`config.mk`:
```
export PLATFORM = sky130hd
export DESIGN_NAME = hazard_ctrl_v2_flat
export DESIGN_NICKNAME = d
export VERILOG_FILES = /design/src/rtl/hazard_ctrl_v2_if.sv /design/src/rtl/hazard_ctrl_v2.sv /design/src/flat_wrapper.sv
export SDC_FILE = /design/constraint.sdc
export NUM_CORES = 1
export LEC_CHECK = 0
export ABC_AREA = 1
export CAP_MARGIN = 30
export CORE_ASPECT_RATIO = 0.8
export CORE_MARGIN = 1
export CORE_UTILIZATION = 44
export DETAILED_ROUTE_END_ITERATION = 8
export GPL_TIMING_DRIVEN = 1
export PLACE_DENSITY = 0.83
export SLEW_MARGIN = 20
export SYNTH_ARGS = -nofsm -noshare
export SYNTH_HDL_FRONTEND = slang
export SYNTH_SLANG_ARGS = --single-unit
```
`constraint.sdc`:
```
create_clock -name clk -period 2.4 [get_ports clk]
set_input_delay 0.36 -clock clk [delete_from_list [all_inputs] [get_ports clk]]
set_output_delay 0.36 -clock clk [all_outputs]
set_load 0.01 [all_outputs]
```
`src/rtl/hazard_ctrl_v2_if.sv`:
```
// ---------------------------------------------------------------------------
// hazard_ctrl_v2_if
// Bundle of every datapath <-> hazard-unit signal of the 5-stage MIPS core.
//   master : datapath side. Drives stage register numbers, write/load flags,
//            bus-busy, divider-busy, branch and exception status. Receives
//            stall/flush/forward controls and the PC redirect.
//   slave  : hazard unit side, with the opposite directions.
// Parameters: RAW (register-address width), CNT_W (stall counter width).
// ---------------------------------------------------------------------------
interface hazard_ctrl_v2_if #(
    parameter int RAW   = 5,
    parameter int CNT_W = 32
);
    // memory-bus busy flags
    logic             i_stall;
    logic             d_stall;
    // register numbers per stage
    logic [RAW-1:0]   rsD, rtD;
    logic [RAW-1:0]   rsE, rtE;
    logic [RAW-1:0]   writeregE, writeregM, writeregW;
    logic             regwriteE, regwriteM, regwriteW;
    logic             memtoregE, memtoregM;
    // pipeline status
    logic             stall_divE;
    logic             branch_takenM;
    logic             except_logicM;
    logic [31:0]      excepttypeM;
    logic [31:0]      cp0_epcM;
    // controls back to the datapath
    logic             stallF, stallD, stallE, stallM, stallW;
    logic             flushD, flushE, flushM, flushW;
    logic [1:0]       forwardaE, forwardbE;
    logic             forwardaD, forwardbD;
    logic             pc_redirect;
    logic [31:0]      newpc;
    logic [CNT_W-1:0] stall_cycles;

    modport master (
        output i_stall, d_stall,
        output rsD, rtD, rsE, rtE,
        output writeregE, writeregM, writeregW,
        output regwriteE, regwriteM, regwriteW,
        output memtoregE, memtoregM,
        output stall_divE, branch_takenM, except_logicM,
        output excepttypeM, cp0_epcM,
        input  stallF, stallD, stallE, stallM, stallW,
        input  flushD, flushE, flushM, flushW,
        input  forwardaE, forwardbE, forwardaD, forwardbD,
        input  pc_redirect, newpc, stall_cycles
    );

    modport slave (
        input  i_stall, d_stall,
        input  rsD, rtD, rsE, rtE,
        input  writeregE, writeregM, writeregW,
        input  regwriteE, regwriteM, regwriteW,
        input  memtoregE, memtoregM,
        input  stall_divE, branch_takenM, except_logicM,
        input  excepttypeM, cp0_epcM,
        output stallF, stallD, stallE, stallM, stallW,
        output flushD, flushE, flushM, flushW,
        output forwardaE, forwardbE, forwardaD, forwardbD,
        output pc_redirect, newpc, stall_cycles
    );
endinterface

```
`src/rtl/hazard_ctrl_v2.sv`:
```
// ---------------------------------------------------------------------------
// hazard_ctrl_v2
// Hazard/control unit for the 5-stage MIPS pipeline.
//   clk  : rising-edge clock
//   rst  : synchronous active-high reset
//   hz   : hazard_ctrl_v2_if.slave - stage register numbers and status in,
//          stall/flush/forward selects, PC redirect and stall counter out.
// Functions: E-stage forwarding (M over W), D-stage branch forwarding from M,
// load-use bubbles (LOAD_LAT deep), divider stall, branch flush, full freeze
// while either memory bus is busy, exception redirect (deferred until the
// bus is idle), and a saturating count of cycles with stallF asserted.
// ---------------------------------------------------------------------------
module hazard_ctrl_v2 #(
    parameter int          RAW      = 5,
    parameter logic [31:0] EXC_VEC  = 32'hBFC00380,
    parameter int          LOAD_LAT = 1,
    parameter int          CNT_W    = 32
) (
    input  logic              clk,
    input  logic              rst,
    hazard_ctrl_v2_if.slave   hz
);

    typedef enum logic {
        ST_RUN,
        ST_WAIT_MEM
    } state_t;

    state_t           r_state;
    logic [31:0]      r_pend_pc;
    logic [CNT_W-1:0] r_stall_cycles;

    logic             w_mem_busy;
    logic [31:0]      w_exc_target;
    logic             w_lw_e;
    logic             w_lw_m;
    logic             w_lwstall;
    logic             w_wait;
    logic             w_redirect;
    logic [31:0]      w_newpc;
    logic             w_stallF, w_stallD, w_stallE, w_stallM, w_stallW;
    logic             w_flushD, w_flushE, w_flushM, w_flushW;
    logic [1:0]       w_fwdaE, w_fwdbE;
    logic             w_fwdaD, w_fwdbD;

    assign w_mem_busy   = hz.i_stall | hz.d_stall;
    assign w_exc_target = (hz.excepttypeM == 32'h0000_000E) ? hz.cp0_epcM : EXC_VEC;

    // A pending exception is forgotten the moment reset is asserted, so the
    // redirect path must not see WAIT_MEM during the reset cycle itself.
    assign w_wait = (r_state == ST_WAIT_MEM) && !rst;

    // ---------------------------------------------------------------- forwarding
    always_comb begin
        w_fwdaE = 2'b00;
        w_fwdbE = 2'b00;
        if (hz.rsE != '0 && hz.rsE == hz.writeregM && hz.regwriteM)
            w_fwdaE = 2'b10;
        else if (hz.rsE != '0 && hz.rsE == hz.writeregW && hz.regwriteW)
            w_fwdaE = 2'b01;
        if (hz.rtE != '0 && hz.rtE == hz.writeregM && hz.regwriteM)
            w_fwdbE = 2'b10;
        else if (hz.rtE != '0 && hz.rtE == hz.writeregW && hz.regwriteW)
            w_fwdbE = 2'b01;
    end

    // A load result is not yet available in M, so branch compares only
    // forward ALU results.
    assign w_fwdaD = (hz.rsD != '0) && (hz.rsD == hz.writeregM) && hz.regwriteM && !hz.memtoregM;
    assign w_fwdbD = (hz.rtD != '0) && (hz.rtD == hz.writeregM) && hz.regwriteM && !hz.memtoregM;

    // ------------------------------------------------------------- load-use
    assign w_lw_e = hz.memtoregE && hz.regwriteE && (hz.writeregE != '0) &&
                    (hz.writeregE == hz.rsD || hz.writeregE == hz.rtD);

    // With two-deep load latency the load still blocks its consumer while in M.
    generate
        if (LOAD_LAT >= 2) begin : g_lw_m
            assign w_lw_m = hz.memtoregM && (hz.writeregM != '0) &&
                            (hz.writeregM == hz.rsD || hz.writeregM == hz.rtD);
        end else begin : g_no_lw_m
            assign w_lw_m = 1'b0;
        end
    endgenerate

    assign w_lwstall = w_lw_e | w_lw_m;

    // --------------------------------------------------------- stall / flush
    // Priority: pending exception > memory freeze > new exception > hazards.
    always_comb begin
        w_stallF   = 1'b0;
        w_stallD   = 1'b0;
        w_stallE   = 1'b0;
        w_stallM   = 1'b0;
        w_stallW   = 1'b0;
        w_flushD   = 1'b0;
        w_flushE   = 1'b0;
        w_flushM   = 1'b0;
        w_flushW   = 1'b0;
        w_redirect = 1'b0;
        w_newpc    = '0;

        if (w_wait && !w_mem_busy) begin
            w_flushD   = 1'b1;
            w_flushE   = 1'b1;
            w_flushM   = 1'b1;
            w_flushW   = 1'b1;
            w_redirect = 1'b1;
            w_newpc    = r_pend_pc;
        end else if (w_mem_busy) begin
            w_stallF = 1'b1;
            w_stallD = 1'b1;
            w_stallE = 1'b1;
            w_stallM = 1'b1;
            w_stallW = 1'b1;
        end else if (hz.except_logicM) begin
            w_flushD   = 1'b1;
            w_flushE   = 1'b1;
            w_flushM   = 1'b1;
            w_flushW   = 1'b1;
            w_redirect = 1'b1;
            w_newpc    = w_exc_target;
        end else begin
            // A taken branch in M overrides the divider's fetch stall; the
            // E stage holds the divide, so it is neither bubbled nor flushed.
            w_stallF = w_lwstall | (hz.stall_divE & ~hz.branch_takenM);
            w_stallD = w_lwstall | hz.stall_divE;
            w_stallE = hz.stall_divE;
            w_flushD = hz.branch_takenM;
            w_flushE = (w_lwstall | hz.branch_takenM) & ~hz.stall_divE;
            w_flushM = hz.stall_divE;
        end
    end

    // -------------------------------------------------- exception FSM / counter
    always_ff @(posedge clk) begin
        if (rst) begin
            r_state        <= ST_RUN;
            r_pend_pc      <= '0;
            r_stall_cycles <= '0;
        end else begin
            case (r_state)
                ST_RUN: begin
                    if (hz.except_logicM && w_mem_busy) begin
                        r_pend_pc <= w_exc_target;
                        r_state   <= ST_WAIT_MEM;
                    end
                end
                ST_WAIT_MEM: begin
                    if (!w_mem_busy)
                        r_state <= ST_RUN;
                end
                default: r_state <= ST_RUN;
            endcase

            if (w_stallF && r_stall_cycles != '1)
                r_stall_cycles <= r_stall_cycles + CNT_W'(1);
        end
    end

    // ---------------------------------------------------------------- outputs
    assign hz.stallF       = w_stallF;
    assign hz.stallD       = w_stallD;
    assign hz.stallE       = w_stallE;
    assign hz.stallM       = w_stallM;
    assign hz.stallW       = w_stallW;
    assign hz.flushD       = w_flushD;
    assign hz.flushE       = w_flushE;
    assign hz.flushM       = w_flushM;
    assign hz.flushW       = w_flushW;
    assign hz.forwardaE    = w_fwdaE;
    assign hz.forwardbE    = w_fwdbE;
    assign hz.forwardaD    = w_fwdaD;
    assign hz.forwardbD    = w_fwdbD;
    assign hz.pc_redirect  = w_redirect;
    assign hz.newpc        = w_newpc;
    assign hz.stall_cycles = r_stall_cycles;

endmodule

```
`src/flat_wrapper.sv`:
```
// flat-port wrapper written by rule: the top's interface ports become plain ports
module hazard_ctrl_v2_flat 
#(
    parameter int          RAW      = 5,
    parameter logic [31:0] EXC_VEC  = 32'hBFC00380,
    parameter int          LOAD_LAT = 1,
    parameter int          CNT_W    = 32
)
  (clk, rst, hz_i_stall, hz_d_stall, hz_rsD, hz_rtD, hz_rsE, hz_rtE, hz_writeregE, hz_writeregM, hz_writeregW, hz_regwriteE, hz_regwriteM, hz_regwriteW, hz_memtoregE, hz_memtoregM, hz_stall_divE, hz_branch_takenM, hz_except_logicM, hz_excepttypeM, hz_cp0_epcM, hz_stallF, hz_stallD, hz_stallE, hz_stallM, hz_stallW, hz_flushD, hz_flushE, hz_flushM, hz_flushW, hz_forwardaE, hz_forwardbE, hz_forwardaD, hz_forwardbD, hz_pc_redirect, hz_newpc, hz_stall_cycles);
  hazard_ctrl_v2_if #(.RAW(RAW), .CNT_W(CNT_W)) hz_i ();
  input  logic clk;
  input  logic rst;
  input wire logic [$bits(hz_i.i_stall)-1:0] hz_i_stall;
  input wire logic [$bits(hz_i.d_stall)-1:0] hz_d_stall;
  input wire logic [$bits(hz_i.rsD)-1:0] hz_rsD;
  input wire logic [$bits(hz_i.rtD)-1:0] hz_rtD;
  input wire logic [$bits(hz_i.rsE)-1:0] hz_rsE;
  input wire logic [$bits(hz_i.rtE)-1:0] hz_rtE;
  input wire logic [$bits(hz_i.writeregE)-1:0] hz_writeregE;
  input wire logic [$bits(hz_i.writeregM)-1:0] hz_writeregM;
  input wire logic [$bits(hz_i.writeregW)-1:0] hz_writeregW;
  input wire logic [$bits(hz_i.regwriteE)-1:0] hz_regwriteE;
  input wire logic [$bits(hz_i.regwriteM)-1:0] hz_regwriteM;
  input wire logic [$bits(hz_i.regwriteW)-1:0] hz_regwriteW;
  input wire logic [$bits(hz_i.memtoregE)-1:0] hz_memtoregE;
  input wire logic [$bits(hz_i.memtoregM)-1:0] hz_memtoregM;
  input wire logic [$bits(hz_i.stall_divE)-1:0] hz_stall_divE;
  input wire logic [$bits(hz_i.branch_takenM)-1:0] hz_branch_takenM;
  input wire logic [$bits(hz_i.except_logicM)-1:0] hz_except_logicM;
  input wire logic [$bits(hz_i.excepttypeM)-1:0] hz_excepttypeM;
  input wire logic [$bits(hz_i.cp0_epcM)-1:0] hz_cp0_epcM;
  output wire logic [$bits(hz_i.stallF)-1:0] hz_stallF;
  output wire logic [$bits(hz_i.stallD)-1:0] hz_stallD;
  output wire logic [$bits(hz_i.stallE)-1:0] hz_stallE;
  output wire logic [$bits(hz_i.stallM)-1:0] hz_stallM;
  output wire logic [$bits(hz_i.stallW)-1:0] hz_stallW;
  output wire logic [$bits(hz_i.flushD)-1:0] hz_flushD;
  output wire logic [$bits(hz_i.flushE)-1:0] hz_flushE;
  output wire logic [$bits(hz_i.flushM)-1:0] hz_flushM;
  output wire logic [$bits(hz_i.flushW)-1:0] hz_flushW;
  output wire logic [$bits(hz_i.forwardaE)-1:0] hz_forwardaE;
  output wire logic [$bits(hz_i.forwardbE)-1:0] hz_forwardbE;
  output wire logic [$bits(hz_i.forwardaD)-1:0] hz_forwardaD;
  output wire logic [$bits(hz_i.forwardbD)-1:0] hz_forwardbD;
  output wire logic [$bits(hz_i.pc_redirect)-1:0] hz_pc_redirect;
  output wire logic [$bits(hz_i.newpc)-1:0] hz_newpc;
  output wire logic [$bits(hz_i.stall_cycles)-1:0] hz_stall_cycles;
  assign hz_i.i_stall = hz_i_stall;
  assign hz_i.d_stall = hz_d_stall;
  assign hz_i.rsD = hz_rsD;
  assign hz_i.rtD = hz_rtD;
  assign hz_i.rsE = hz_rsE;
  assign hz_i.rtE = hz_rtE;
  assign hz_i.writeregE = hz_writeregE;
  assign hz_i.writeregM = hz_writeregM;
  assign hz_i.writeregW = hz_writeregW;
  assign hz_i.regwriteE = hz_regwriteE;
  assign hz_i.regwriteM = hz_regwriteM;
  assign hz_i.regwriteW = hz_regwriteW;
  assign hz_i.memtoregE = hz_memtoregE;
  assign hz_i.memtoregM = hz_memtoregM;
  assign hz_i.stall_divE = hz_stall_divE;
  assign hz_i.branch_takenM = hz_branch_takenM;
  assign hz_i.except_logicM = hz_except_logicM;
  assign hz_i.excepttypeM = hz_excepttypeM;
  assign hz_i.cp0_epcM = hz_cp0_epcM;
  assign hz_stallF = hz_i.stallF;
  assign hz_stallD = hz_i.stallD;
  assign hz_stallE = hz_i.stallE;
  assign hz_stallM = hz_i.stallM;
  assign hz_stallW = hz_i.stallW;
  assign hz_flushD = hz_i.flushD;
  assign hz_flushE = hz_i.flushE;
  assign hz_flushM = hz_i.flushM;
  assign hz_flushW = hz_i.flushW;
  assign hz_forwardaE = hz_i.forwardaE;
  assign hz_forwardbE = hz_i.forwardbE;
  assign hz_forwardaD = hz_i.forwardaD;
  assign hz_forwardbD = hz_i.forwardbD;
  assign hz_pc_redirect = hz_i.pc_redirect;
  assign hz_newpc = hz_i.newpc;
  assign hz_stall_cycles = hz_i.stall_cycles;
  hazard_ctrl_v2 #(.RAW(RAW), .EXC_VEC(EXC_VEC), .LOAD_LAT(LOAD_LAT), .CNT_W(CNT_W)) u_core (.clk(clk), .rst(rst), .hz(hz_i));
endmodule
```
==> impl_metrics.ini <==
[clock_tree]
cts_made_buffers = 9
cts_tree = yes
htreeDepth = 3
clkLatencyLatePin_ns = 0.33
clock_sinks = 65
cts_hold_buffers = 0
ctsLongestPathBuffers = 2
clk_transition_reported_paths_ns = 0.05
clock-root-buffer = clkbuf_16

[timing]
final_period_minus_worst_setup_slack_ns = 2.38
timing_worst_slew_pin_value_ns = 0.466
worst_clock_skew_ns = 0.00791
timing.fmax_mhz = 420
timing_max_transition_violations_final = 0
grt_setup_unrepaired = yes
holdWs_ns = 0.497
final-hold-violation-count = 0
layout_worst_path_cycle_share_pct = 99.1
timing.max_slew.rel_slack_pct = 68.7
setup_viol_count_final = 0

[power_and_ir_drop]
power.total_uw = 3210
irDropWorstVdd_mv = 0.389
cellLeakagePower_uw = 0.00318
cellPowerDensity_mw_per_mm2 = 433

[logic_synthesis]
ys_ff_latch = 65
synth_fa_ha_area_share_pct = 0.278
syn_inst = 745
asyncSetResetFlopFracSynth_pct = 0
synth_edf_count = 0
yosys_warnings = 0
main_combinational_cell_family_by_area_after_synthesis = simple AND/OR/NAND/NOR gates
synth_fp_nets = 857
synth_simple_gate_area_share_pct = 38.4
muxShareOfSynthArea_pct = 0
synth_compound_area_share_pct = 16.9
seq_area_frac_synth_pct = 28.9
mappedNetlistArea_mm2 = 0.00450
synth_ff_type = dfxtp_1
syn-mean-instance-area_um2 = 6.05
post_synth_num_cell_types = 36
synth_xor_xnor_area_share_pct = 5.44

[critical_path]
timing.critical_path.from_type = primary input
timing.critical_path.required_ns = 2.04
end_kind = output pin
worst-endpoint-arrival_ns = 2.02
r2r-end = u_core.hz.stall_cycles[16]
worst_r2r_startpoint = u_core.hz.stall_cycles[0]
timing_worst_setup_path_type = primary input to output pin
ff2ff_path_depth = 10
rrSetupSlack_ns = 0.30
critical_path_peak_fanout = 12
startpoint = hz_excepttypeM[19]

[die]
io_pins = 191
initial_core_util_pct = 45.9
coreArea_mm2 = 0.00981
floorplan.die_area_mm2 = 0.0106
fp.dieW_um = 115
die_height_um = 92.5
std_cell_rows = 32

[min_path]
timing.hold.worst_path_depth = 2
hold_path.startpoint = u_core.hz.stall_cycles[1]
hold-path-endpoint = u_core.hz.stall_cycles[1]
hold_path.class = flip-flop to flip-flop

[route]
routed_via_density = 5.14
detail_route.iter0.violations = 416
vias = 5855
postRouteWirelength_um = 16200
route.detailed.drc = 0
routed_wire_length_per_instance_um = 14.2
drtPass1Iterations = 5
route.antenna.remaining_nets = 0

[global_route]
wire_length_of_the_first_global_routing_pass_um = 26900
global_route.overflow_total = 0
grt_use_total_pct = 31.7
first_global_vias = 5690
antenna_violations_before_repair = 0
largest_net_degree_at_the_start_of_global_routing = 65

[flow_run]
cap_violations = 0

[finish]
regArea_mm2 = 0.00130
antenna-diode-count = 0
area.growth.synth_to_final_pct = 64.4
fill_cells = 786
postLayoutCellArea_mm2 = 0.00741
layout.cells.non_filler = 1138
multi_input_comb_area_mm2 = 0.00280
drive_gt1_share_pct = 15.3
final_net_count = 1109
final_core_utilization_pct = 75.5

[place]
place.detailed.instances = 1122
final_estimated_routing_congestion_in_global_placement = 0.956
dp.final_hpwl_um = 12100
io_buffers = 190
post_placement_cell_area_mm2 = 0.00714

[outcome]
outcome = finished clean
==> critical path: stages <==
cell,delay [ns]
clkdlybuf4s50_1,0.40
nor2_1,0.13
nand2_1,0.07
nor2_1,0.14
nand4_1,0.15
buf_4,0.23
nor2_2,0.14
o21ai_0,0.10
dlygate4sd2_1,0.30
==> per-stage QoR <==
step / setup TNS [ns] / setup slack, ns
after detailed placement: -10.45 / -0.332
after global placement: -8.83 / -0.320
after global routing: -1.13 / -0.0924
after floorplan: 0 / 0.546
final: 0 / 0.0218
after CTS: 0 / 0.00258
==> flip-flops by register name, summed over array words and instances, names as in the netlist <==
name / cells
u_core.hz.stall_cycles: 32
u_core.r_pend_pc: 32
u_core.r_state: 1
==> Yosys cell counts (6+ instances only) <==
cell | n | share of area, %
dfxtp_1 | 65 | 29
nand4_1 | 10 | 1.4
nor2_1 | 92 | 7.7
a21oi_1 | 55 | 6.1
nand2_1 | 213 | 18
xnor2_1 | 10 | 1.9
xor2_1 | 18 | 3.5
o211ai_1 | 15 | 2.5
o22ai_1 | 6 | 0.83
nand3_1 | 52 | 5.8
nor3_1 | 10 | 1.1
clkbuf_1 | 25 | 2.1
o21ai_0 | 54 | 6.0
buf_2 | 7 | 0.78
inv_1 | 74 | 6.2
==> power breakdown <==
part,total [µW],internal [µW],leakage (µW),switching [µW]
registers,1160,1130,0.000531,30.4
clock network,1450,941,0.000163,511
logic,597,327,0.00249,270
total,3210,2390,0.00318,811
==> placed cells by master, fill, tap and decap left out, drive strengths merged, types with 15 or more instances in the layout <==
master,n
xor2,18
o211ai,15
buf,88
inv,75
nor2,96
dlygate4sd2,27
nand2,215
a21oi,55
dfxtp,65
o21ai,54
clkdlybuf4s50,142
clkbuf,27
nand3,54
==> cell families after synthesis <==
| family | Yosys count |
|---|---|
| flops | 65 |
| buf+inv | 112 |
| compound gates | 138 |
| simple gates | 401 |
| xor+xnor | 28 |
| fa+ha+maj | 1 |
==> layer usage <==
layer,GRT usage (%),share of wire (%),vias to the layer above
met1,39.8,44,2625
met5,0,0,-
met4,11.4,3.0,0
met3,8.70,7.9,40
li1,-,-,2939
met2,51.7,45,251
==> worst max path at each step <==
stage | depth (start not counted) | end
3_3_place_gp | 10 | hz_newpc[0]
5_1_grt | 9 | hz_newpc[31]
3_5_place_dp | 7 | hz_newpc[22]
6_report | 9 | hz_newpc[25]
4_1_cts | 10 | hz_newpc[2]
2_1_floorplan | 7 | hz_newpc[10]
==> area by class of cell <==
type                       count  area share [%]
multi-input combinational    568            37.9
timing repair buffer         278            34.0
sequential                    65            17.6
inverter                      75            3.80
clock buffer                  10            3.23
tap                          136            2.30
clock inverter                 6            1.23
==> what timing repair did <==
action	4_1_cts	5_1_grt
pin swaps	0	0
setup buffers	0	0
setup endpoints to repair	46	32
resized for setup	69	53
Note: power is estimated with default switching activity, not from simulation.
